<file path="src/rtl/spi_master_adc.sv">
// SPI master for a pair of serial 8-bit ADC slaves sharing one data line.
// Generates sclk and the chip selects, and extracts one sample per frame.
module spi_master_adc #(
    parameter int CLK_DIV    = 2,
    parameter int FRAME_BITS = 16,
    parameter int LEAD_BITS  = 3,
    parameter int DATA_W     = 8,
    parameter int CS_GAP     = 4
) (
    input  logic              clk,
    input  logic              n_rst,
    input  logic              start,
    input  logic              sel,
    output logic              busy,
    output logic              sclk,
    output logic [1:0]        cs_n,
    input  logic              sdata,
    output logic [DATA_W-1:0] rx_data,
    output logic              rx_ch,
    output logic              rx_valid
);

    localparam int CNT_MAX = (CLK_DIV > CS_GAP) ? CLK_DIV : CS_GAP;
    localparam int CW      = $clog2(CNT_MAX + 1);
    localparam int BW      = $clog2(FRAME_BITS + 1);

    localparam logic [CW-1:0] DIV_LAST = CW'(CLK_DIV - 1);
    localparam logic [CW-1:0] GAP_LAST = CW'(CS_GAP - 1);
    localparam logic [BW-1:0] BIT_END  = BW'(FRAME_BITS);
    localparam logic [BW-1:0] CAP_LO   = BW'(LEAD_BITS);
    localparam logic [BW-1:0] CAP_HI   = BW'(LEAD_BITS + DATA_W);

    typedef enum logic [2:0] {
        IDLE,
        SETUP,
        SHIFT,
        HOLD,
        GAP
    } state_t;

    state_t            state, state_d;
    logic [CW-1:0]     cnt, cnt_d;
    logic [BW-1:0]     bit_cnt, bit_cnt_d;
    logic              sclk_d;
    logic [1:0]        cs_n_d;
    logic              busy_d;
    logic              sel_q, sel_d;
    logic [DATA_W-1:0] shreg, shreg_d;
    logic [DATA_W-1:0] rx_data_d;
    logic              rx_ch_d;
    logic              rx_valid_d;

    logic div_done;
    logic gap_done;
    logic capture;
    logic accept;

    assign div_done = (cnt == DIV_LAST);
    assign gap_done = (state == GAP) && (cnt == GAP_LAST);
    assign capture  = (bit_cnt >= CAP_LO) && (bit_cnt < CAP_HI);
    // The last gap cycle doubles as an idle slot so back-to-back frames
    // repeat every frame length plus CS_GAP.
    assign accept   = start && ((state == IDLE) || gap_done);

    always_ff @(posedge clk or negedge n_rst) begin
        if (!n_rst) begin
            state    <= IDLE;
            cnt      <= '0;
            bit_cnt  <= '0;
            sclk     <= 1'b1;
            cs_n     <= 2'b11;
            busy     <= 1'b0;
            sel_q    <= 1'b0;
            shreg    <= '0;
            rx_data  <= '0;
            rx_ch    <= 1'b0;
            rx_valid <= 1'b0;
        end else begin
            state    <= state_d;
            cnt      <= cnt_d;
            bit_cnt  <= bit_cnt_d;
            sclk     <= sclk_d;
            cs_n     <= cs_n_d;
            busy     <= busy_d;
            sel_q    <= sel_d;
            shreg    <= shreg_d;
            rx_data  <= rx_data_d;
            rx_ch    <= rx_ch_d;
            rx_valid <= rx_valid_d;
        end
    end

    always_comb begin
        state_d    = state;
        cnt_d      = cnt;
        bit_cnt_d  = bit_cnt;
        sclk_d     = sclk;
        cs_n_d     = cs_n;
        busy_d     = busy;
        sel_d      = sel_q;
        shreg_d    = shreg;
        rx_data_d  = rx_data;
        rx_ch_d    = rx_ch;
        rx_valid_d = 1'b0;

        unique case (state)
            IDLE: ;
            SETUP: begin
                if (div_done) begin
                    state_d   = SHIFT;
                    cnt_d     = '0;
                    bit_cnt_d = '0;
                    sclk_d    = 1'b0;
                end else begin
                    cnt_d = cnt + 1'b1;
                end
            end
            SHIFT: begin
                if (!div_done) begin
                    cnt_d = cnt + 1'b1;
                end else begin
                    cnt_d = '0;
                    if (!sclk) begin
                        sclk_d    = 1'b1;
                        bit_cnt_d = bit_cnt + 1'b1;
                        if (capture) begin
                            shreg_d = {shreg[DATA_W-2:0], sdata};
                        end
                    end else if (bit_cnt == BIT_END) begin
                        state_d = HOLD;
                    end else begin
                        sclk_d = 1'b0;
                    end
                end
            end
            HOLD: begin
                if (div_done) begin
                    state_d    = GAP;
                    cnt_d      = '0;
                    cs_n_d     = 2'b11;
                    rx_data_d  = shreg;
                    rx_ch_d    = sel_q;
                    rx_valid_d = 1'b1;
                end else begin
                    cnt_d = cnt + 1'b1;
                end
            end
            GAP: begin
                if (gap_done) begin
                    state_d = IDLE;
                    cnt_d   = '0;
                    busy_d  = 1'b0;
                end else begin
                    cnt_d = cnt + 1'b1;
                end
            end
            default: state_d = IDLE;
        endcase

        if (accept) begin
            state_d = SETUP;
            cnt_d   = '0;
            sel_d   = sel;
            cs_n_d  = sel ? 2'b01 : 2'b10;
            busy_d  = 1'b1;
            shreg_d = '0;
        end
    end

endmodule

</file>
<file path="config.mk">
export PLATFORM = sky130hd
export DESIGN_NAME = spi_master_adc
export DESIGN_NICKNAME = d
export VERILOG_FILES = /design/src/rtl/spi_master_adc.sv
export SDC_FILE = /design/constraint.sdc
export NUM_CORES = 1
export LEC_CHECK = 0
export CORE_ASPECT_RATIO = 1.2
export CORE_MARGIN = 2
export CORE_UTILIZATION = 49
export DETAILED_ROUTE_END_ITERATION = 7
export GPL_TIMING_DRIVEN = 1
export PLACE_DENSITY = 0.81
export SYNTH_ARGS = -nofsm -noshare
export SYNTH_HDL_FRONTEND = slang
export SYNTH_SLANG_ARGS = --single-unit
export TNS_END_PERCENT = 50
</file>
<file path="constraint.sdc">
create_clock -name clk -period 1.6 [get_ports clk]
set_input_delay 0.16 -clock clk [delete_from_list [all_inputs] [get_ports clk]]
set_output_delay 0.16 -clock clk [all_outputs]
set_load 0.02 [all_outputs]
</file>
==> impl_metrics.sql, run 1 <==
INSERT INTO impl_metrics (metric_group, metric, value, unit) VALUES
('status', 'outcome', 'finished with violations', ''),
('status', 'failing_checks', 'setup timing', ''),
('sta', 'rsz0062_at_grt', 'true', ''),
('place', 'dp_hpwl', '2.531', 'mm'),
('global_route', 'initial_antenna_violation_count', '0', ''),
('drt', 'route.detailed.drc', '0', ''),
('drt', 'first_iter_violations', '32', ''),
('clocking', 'cts.hold.buffers_added', '0', ''),
('clocking', 'cts_tree', 'yes', ''),
('floorplan', 'initial_core_util', '50.69', '%'),
('final_layout', 'layout-drive-gt1-share', '25.87', '%'),
('critical_path', 'ff2ff_setup_slack', '-0.03', 'ns'),
('drt', 'routedWlPerCell', '16.41', 'µm'),
('drt', 'viasPerCell', '5.706', ''),
('power_and_ir_drop', 'internal-power', '1551', 'µW'),
('final_layout', 'final_core_utilization', '68.80', '%'),
('sta', 'pnr_worst_setup_slack', '-0.02727', 'ns'),
('critical_path', 'worstPathArrival', '1.83', 'ns'),
('drt', 'dr_total_vias', '1358', ''),
('critical_path', 'worst_setup_path_start_kind', 'register', ''),
('global_route', 'grt_use_total', '22.49', '%'),
('hold_path', 'kind_of_path_behind_the_tightest_hold_check', 'in -> async', ''),
('critical_path', 'worst_r2r_path_depth', '5', ''),
('yosys', 'synthDistinctLibCells', '36', ''),
('critical_path', 'critPathRequiredTime', '1.80', 'ns'),
('clocking', 'cts.clk_slew.worst_paths', '0.07', 'ns'),
('yosys', 'synth-async-reset-ratio', '100.0', '%'),
('yosys', 'largest_area_contributor_in_the_synthesized_netlist', 'sky130_fd_sc_hd__dfrtp_1', ''),
('clocking', 'ctsRootBufferMaster', 'sky130_fd_sc_hd__clkbuf_8', ''),
('drt', 'routed_wirelength', '3.905', 'mm'),
('place', 'buffer_ports.inserted', '18', ''),
('clocking', 'clkLatencyLatePin', '0.29', 'ns'),
('clocking', 'clock_tree.htree_level_count', '2', ''),
('yosys', 'synthesis.yosys.warnings', '0', ''),
('clocking', 'cts_made_buffers', '5', ''),
('yosys', 'post_synth_instance_area', '0.001663', 'mm²'),
('yosys', 'avgSynthCellArea', '10.08', 'µm²'),
('global_route', 'grt_max_degree', '35', ''),
('critical_path', 'worstSetupEndpointType', 'register', ''),
('sta', 'timing_max_transition_violations_final', '0', ''),
('flow_run', 'maxCapViolCount', '0', ''),
('yosys', 'synth_cells', '165', ''),
('yosys', 'synth_seq_cells', '34', ''),
('critical_path', 'crit_type', 'reg -> reg', ''),
('critical_path', 'worstPathMaxFanout', '8', ''),
('yosys', 'syn_nets', '175', ''),
('final_layout', 'antennaDiodeCount', '0', ''),
('final_layout', 'register_cell_area_after_layout', '854.6', 'µm²'),
('final_layout', 'flow.area_growth_from_synthesis', '35.74', '%'),
('clocking', 'cts_sinks', '34', ''),
('final_layout', 'multi_input_comb_area', '854.6', 'µm²'),
('final_layout', 'fill_cells', '236', ''),
('critical_path', 'crit-reg2reg-launch', 'cnt[0]', ''),
('final_layout', 'final_net_count', '210', ''),
('yosys', 'ys_top_cells_by_area', 'sky130_fd_sc_hd__dfrtp_1 (47%), sky130_fd_sc_hd__nand2_1 (7.7%), sky130_fd_sc_hd__mux2i_1 (5.4%)', ''),
('power_and_ir_drop', 'power.switching', '343.8', 'µW'),
('global_route', 'globalRoute.totalOverflow', '0', ''),
('sta', 'slew-limit-headroom', '71.51', '%'),
('floorplan', 'row_count', '23', ''),
('power_and_ir_drop', 'clockPowerShare', '51.4', '%'),
('sta', 'timing.fmax', '614.5', 'MHz'),
('power_and_ir_drop', 'standby_leakage_power', '0.001135', 'µW'),
('yosys', 'post_synth_most_frequent_cells', 'sky130_fd_sc_hd__nand2_1 (34), sky130_fd_sc_hd__dfrtp_1 (31), sky130_fd_sc_hd__o21ai_0 (10), sky130_fd_sc_hd__mux2i_1 (9), sky130_fd_sc_hd__nor2_1 (9)', ''),
('floorplan', 'die_x', '57.18', 'µm'),
('sta', 'setup_viol', '5', ''),
('power_and_ir_drop', 'share_comb_of_total_power', '2.3', '%'),
('yosys', 'synth-main-ff-cell', 'sky130_fd_sc_hd__dfrtp_1', ''),
('global_route', 'wire_length_of_the_first_global_routing_pass', '6.561', 'mm'),
('place', 'gp_congestion', '0.8548', ''),
('power_and_ir_drop', 'power.share.sequential', '46.3', '%'),
('critical_path', 'crit-reg2reg-capture', 'shreg[3]', '');
state kept, by name, summed over array words and instances (netlist names), 2 cells and up:
register / count
rx_data: 8
shreg: 8
bit_cnt: 5
cnt: 3
state: 3
cs_n: 2
worst max-delay path: stages (launching register included):
cell and delay, ns:
sky130_fd_sc_hd__dfrtp_1 0.44, sky130_fd_sc_hd__ha_4 0.17, sky130_fd_sc_hd__or3b_4 0.39, sky130_fd_sc_hd__nor2_4 0.15, sky130_fd_sc_hd__nand3_4 0.17, sky130_fd_sc_hd__mux2i_1 0.21
routing by layer:
| layer | track usage (%) | vias up | part of all wire (%) |
|---|---|---|---|
| li1 | - | 643 | - |
| met2 | 40.23 | 43 | 52 |
| met5 | 0 | - | 0 |
| met4 | 11.05 | 0 | 2.8 |
| met3 | 5.860 | 14 | 3.8 |
| met1 | 24.91 | 658 | 41 |
final cells by class:
class,count,share of cell area (%)
clock buffers,6,3.659
flip-flops and latches,34,37.86
multi-input cells,116,37.86
repair buffers,36,14.75
well taps,37,2.051
clock inverters,2,2.661
inverters,7,1.164
per-stage QoR:
stage	power [µW]	hold WS (ns)	std cells
4_1_cts	1911	0.2955	238
3_3_place_gp	932.8	0.4553	229
2_1_floorplan	901.4	-0.1356	165
5_1_grt	1957	0.3223	238
6_report	1895	0.2817	238
3_5_place_dp	935.7	0.4605	229
how the worst max path moves through the flow:
stage	start	end	slack [ns]	depth (start not counted)
floorplan	cnt[1]	rx_data[7]	-0.03	6
global placement	cnt[0]	shreg[2]	-0.02	5
detailed placement	cnt[1]	shreg[3]	-0.15	6
CTS	cnt[1]	shreg[3]	-0.03	6
global route	cnt[1]	shreg[3]	-0.12	6
finish	cnt[0]	shreg[3]	-0.03	5
cell families (layout without fill, tap and decap cells):
group	count (synthesis)	in the layout	synth area share [%]
compound gates	32	32	13.02
xor+xnor	1	1	0.5268
fa+ha+maj	5	5	3.762
buf+inv	15	51	3.762
flops	34	34	51.39
mux	14	14	8.804
simple gates	64	64	18.74
power groups by stage:
| stage | clock network, µW | logic [µW] | registers [µW] |
|---|---|---|---|
| floorplan | 0 | 11.6 | 890 |
| global placement | 0 | 41.3 | 892 |
| detailed placement | 0 | 43.7 | 892 |
| CTS | 989 | 45.6 | 876 |
| global route | 1030 | 51.6 | 876 |
| finish | 974 | 44.1 | 876 |
timing repair:
action                     4_1_cts  5_1_grt
hold endpoints to repair         0        0
setup endpoints to repair       21       27
buffers inserted                 1        0
pin swaps                        0        5
gates resized for setup         12       10
placed cells by master (no fill, tap or decap), types with 2 or more instances in the layout:
master                            instances
sky130_fd_sc_hd__a21oi_1                  7
sky130_fd_sc_hd__a22o_1                   2
sky130_fd_sc_hd__buf_4                   17
sky130_fd_sc_hd__bufinv_16                2
sky130_fd_sc_hd__clkbuf_8                 6
sky130_fd_sc_hd__clkdlybuf4s50_1         16
sky130_fd_sc_hd__dfrtp_1                 31
sky130_fd_sc_hd__dfstp_2                  3
sky130_fd_sc_hd__dlymetal6s2s_1           2
sky130_fd_sc_hd__ha_1                     3
sky130_fd_sc_hd__ha_4                     2
sky130_fd_sc_hd__inv_1                    5
sky130_fd_sc_hd__mux2_2                   5
sky130_fd_sc_hd__mux2i_1                  9
sky130_fd_sc_hd__nand2_1                 34
sky130_fd_sc_hd__nand3_2                  2
sky130_fd_sc_hd__nand4b_1                 2
sky130_fd_sc_hd__nor2_1                   8
sky130_fd_sc_hd__nor2b_1                  2
sky130_fd_sc_hd__nor3_1                   4
sky130_fd_sc_hd__nor3_2                   3
sky130_fd_sc_hd__o21ai_0                 10
sky130_fd_sc_hd__o2bb2ai_1                4
Power figures use the tool's default switching activity.
==> run 2, diff against run 1 <==
CORE_MARGIN = 3   (was 2)
CORE_UTILIZATION = 50   (was 49)
PLACE_DENSITY = 0.79   (was 0.81)
clock period = 1.5 ns   (was 1.6 ns; I/O delays follow)
==> impl_metrics.sql, run 2 (synthesized netlist as in run 1, its figures left out) <==
INSERT INTO impl_metrics (metric_group, metric, value, unit) VALUES
('status', 'outcome', 'finished with violations', ''),
('status', 'failing_checks', 'setup timing', ''),
('drt', 'detail_route.first_pass.iterations', '4', ''),
('power_and_ir_drop', 'power.share.sequential', '55.7', '%'),
('critical_path', 'worstSetupEndpointType', 'register', ''),
('global_route', 'grt_max_degree', '35', ''),
('clocking', 'clkLatencyLatePin', '0.35', 'ns'),
('drt', 'routed_wirelength', '3.867', 'mm'),
('power_and_ir_drop', 'standby_leakage_power', '0.001238', 'µW'),
('power_and_ir_drop', 'internal-power', '1298', 'µW'),
('place', 'worst_slack_placed', '-0.1730', 'ns'),
('critical_path', 'worst_setup_path_start_kind', 'register', ''),
('clocking', 'cts_max_path_buffers', '2', ''),
('clocking', 'ctsRootBufferMaster', 'sky130_fd_sc_hd__clkbuf_4', ''),
('final_layout', 'register_cell_area_after_layout', '857.1', 'µm²'),
('place', 'buffer_ports.inserted', '18', ''),
('floorplan', 'core-area', '0.003110', 'mm²'),
('floorplan', 'die_h', '69.18', 'µm'),
('critical_path', 'worstPathArrival', '1.85', 'ns'),
('floorplan', 'dieArea', '0.004057', 'mm²'),
('clocking', 'cts.hold.buffers_added', '0', ''),
('final_layout', 'flow.area_growth_from_synthesis', '35.67', '%'),
('clocking', 'clock_tree.htree_level_count', '2', ''),
('sta', 'worstMarginPinSlew', '0.3879', 'ns'),
('sta', 'layout_min_cycle_time', '1.576', 'ns'),
('power_and_ir_drop', 'clockPowerShare', '41.2', '%'),
('final_layout', 'layout-drive-gt1-share', '31.07', '%'),
('clocking', 'cts_made_buffers', '5', ''),
('floorplan', 'floorplan.io_pins', '19', ''),
('clocking', 'cts.clk_slew.worst_paths', '0.12', 'ns'),
('sta', 'setup_viol', '20', ''),
('global_route', 'via_count_of_the_first_global_routing_pass', '1419', ''),
('drt', 'routedWlPerCell', '15.98', 'µm'),
('sta', 'rsz0062_at_grt', 'true', ''),
('sta', 'pnr_worst_setup_slack', '-0.07629', 'ns'),
('floorplan', 'die_x', '58.65', 'µm'),
('clocking', 'cts_tree', 'yes', ''),
('final_layout', 'fill_cells', '208', ''),
('sta', 'worst_setup_skew_after_layout', '0.01029', 'ns'),
('drt', 'route.detailed.drc', '0', ''),
('power_and_ir_drop', 'share_comb_of_total_power', '3.1', '%'),
('sta', 'timing_max_transition_violations_final', '0', ''),
('final_layout', 'antennaDiodeCount', '0', ''),
('power_and_ir_drop', 'finalPower', '1676', 'µW'),
('sta', 'slew-limit-headroom', '74.06', '%'),
('drt', 'viasPerCell', '5.789', ''),
('power_and_ir_drop', 'worst_ir_drop_vdd', '0.0007723', 'V'),
('place', 'dp_hpwl', '2.532', 'mm'),
('critical_path', 'worst_r2r_path_depth', '6', ''),
('final_layout', 'final_common_cell', 'sky130_fd_sc_hd__nand2_1', ''),
('critical_path', 'crit_type', 'reg -> reg', ''),
('drt', 'first_iter_violations', '63', ''),
('hold_path', 'kind_of_path_behind_the_tightest_hold_check', 'in -> async', ''),
('global_route', 'globalRoute.totalOverflow', '0', ''),
('sta', 'timing.fmax', '634.4', 'MHz'),
('final_layout', 'biggestRegsByFlops', 'rx_data (8), shreg (8), bit_cnt (5)', ''),
('floorplan', 'row_count', '22', ''),
('sta', 'finalCritPeriodShare', '105.1', '%'),
('final_layout', 'finish.instance_area', '0.002256', 'mm²'),
('flow_run', 'maxCapViolCount', '0', ''),
('final_layout', 'final_net_count', '215', ''),
('power_and_ir_drop', 'netSwitchingFraction', '22.53', '%'),
('power_and_ir_drop', 'power.switching', '377.6', 'µW'),
('final_layout', 'layout_common_cells', 'sky130_fd_sc_hd__nand2_1 (34), sky130_fd_sc_hd__dfrtp_1 (29), sky130_fd_sc_hd__buf_4 (21)', ''),
('power_and_ir_drop', 'powerDensity', '742.9', 'mW/mm²'),
('global_route', 'initial_antenna_violation_count', '0', ''),
('place', 'gp_congestion', '0.8394', ''),
('drt', 'dr_total_vias', '1401', ''),
('clocking', 'cts_sinks', '34', ''),
('critical_path', 'critPathRequiredTime', '1.78', 'ns'),
('global_route', 'wire_length_of_the_first_global_routing_pass', '6.527', 'mm'),
('place', 'postPlaceCellArea', '0.002034', 'mm²'),
('drt', 'ant_nets', '0', ''),
('floorplan', 'initial_core_util', '53.46', '%'),
('global_route', 'grt_use_total', '21.12', '%'),
('sta', 'timing.final.hold_violations', '0', ''),
('critical_path', 'worstPathMaxFanout', '8', ''),
('final_layout', 'multi_input_comb_area', '872.1', 'µm²');
## run 2: cell types whose count changed in the layout (fill, tap and decap cells not counted), moves of 4 or more
cell / before / now
sky130_fd_sc_hd__buf_4: 17 / 21
sky130_fd_sc_hd__clkbuf_4: 0 / 5
sky130_fd_sc_hd__clkbuf_8: 6 / 0
sky130_fd_sc_hd__clkdlybuf4s50_1: 16 / 6
sky130_fd_sc_hd__dlygate4sd2_1: 0 / 4
sky130_fd_sc_hd__dlymetal6s2s_1: 2 / 8
## run 2: stage by stage
step | setup TNS, ns | utilization (%) | hold slack [ns] | cells
2_1_floorplan | -0.3724 | - | -0.1456 | 165
3_3_place_gp | -1.503 | 65.41 | 0.4496 | 231
3_5_place_dp | -2.302 | 65.41 | 0.4579 | 231
4_1_cts | -1.499 | 70.03 | 0.1556 | 240
5_1_grt | -2.818 | 72.53 | 0.1465 | 242
6_report | -0.6973 | 72.53 | 0.1463 | 242
## run 2: timing repair
item | in CTS | in global routing
gates resized for setup | 18 | 19
cloned | 1 | 0
setup endpoints to repair | 30 | 37
pin swaps | 5 | 5
setup buffers | 0 | 2
## run 2: final cells by class
cell class / instances / area share, %
tap: 36 / 1.997
clock buffer: 5 / 1.664
timing repair buffer: 40 / 16.53
multi-input combinational: 117 / 38.66
inverter: 7 / 1.165
clock inverter: 3 / 1.997
sequential: 34 / 37.99
## run 2: worst paths after layout
| check | startpoint | to | slack [ns] |
|---|---|---|---|
| hold reg to reg | shreg[6] | rx_data[6] | 0.48 |
| hold / removal | n_rst | bit_cnt[0] | 0.15 |
| max in group asynchronous | n_rst | sclk | 1.09 |
| setup reg to reg | cnt[1] | shreg[2] | -0.08 |
| setup / recovery | cnt[1] | shreg[2] | -0.08 |
| min in group clk | sdata | shreg[0] | 0.35 |
## run 2: power groups by stage
stage	registers, µW	clock network, µW	logic [µW]
final	933	690	52.7
after global routing	935	740	59.3
after CTS	933	700	53.3
after detailed placement	950	0	51.9
after global placement	950	0	49.5
after floorplan	949	0	12.4
## run 2: routing by layer
| metal | up-vias | global-route usage (%) | part of all wire [%] |
|---|---|---|---|
| met5 | - | 0 | 0 |
| met3 | 9 | 6.518 | 3.4 |
| met4 | 0 | 11.08 | 2.9 |
| met1 | 708 | 24.30 | 43 |
| li1 | 657 | - | - |
| met2 | 27 | 34.41 | 51 |
## run 2: critical path, cell delays in order, from the launching register on
cell,delay [ns]
sky130_fd_sc_hd__dfrtp_1,0.41
sky130_fd_sc_hd__inv_2,0.07
sky130_fd_sc_hd__ha_4,0.13
sky130_fd_sc_hd__or3b_4,0.40
sky130_fd_sc_hd__nor2_4,0.12
sky130_fd_sc_hd__nand3_4,0.17
sky130_fd_sc_hd__mux2i_1,0.21
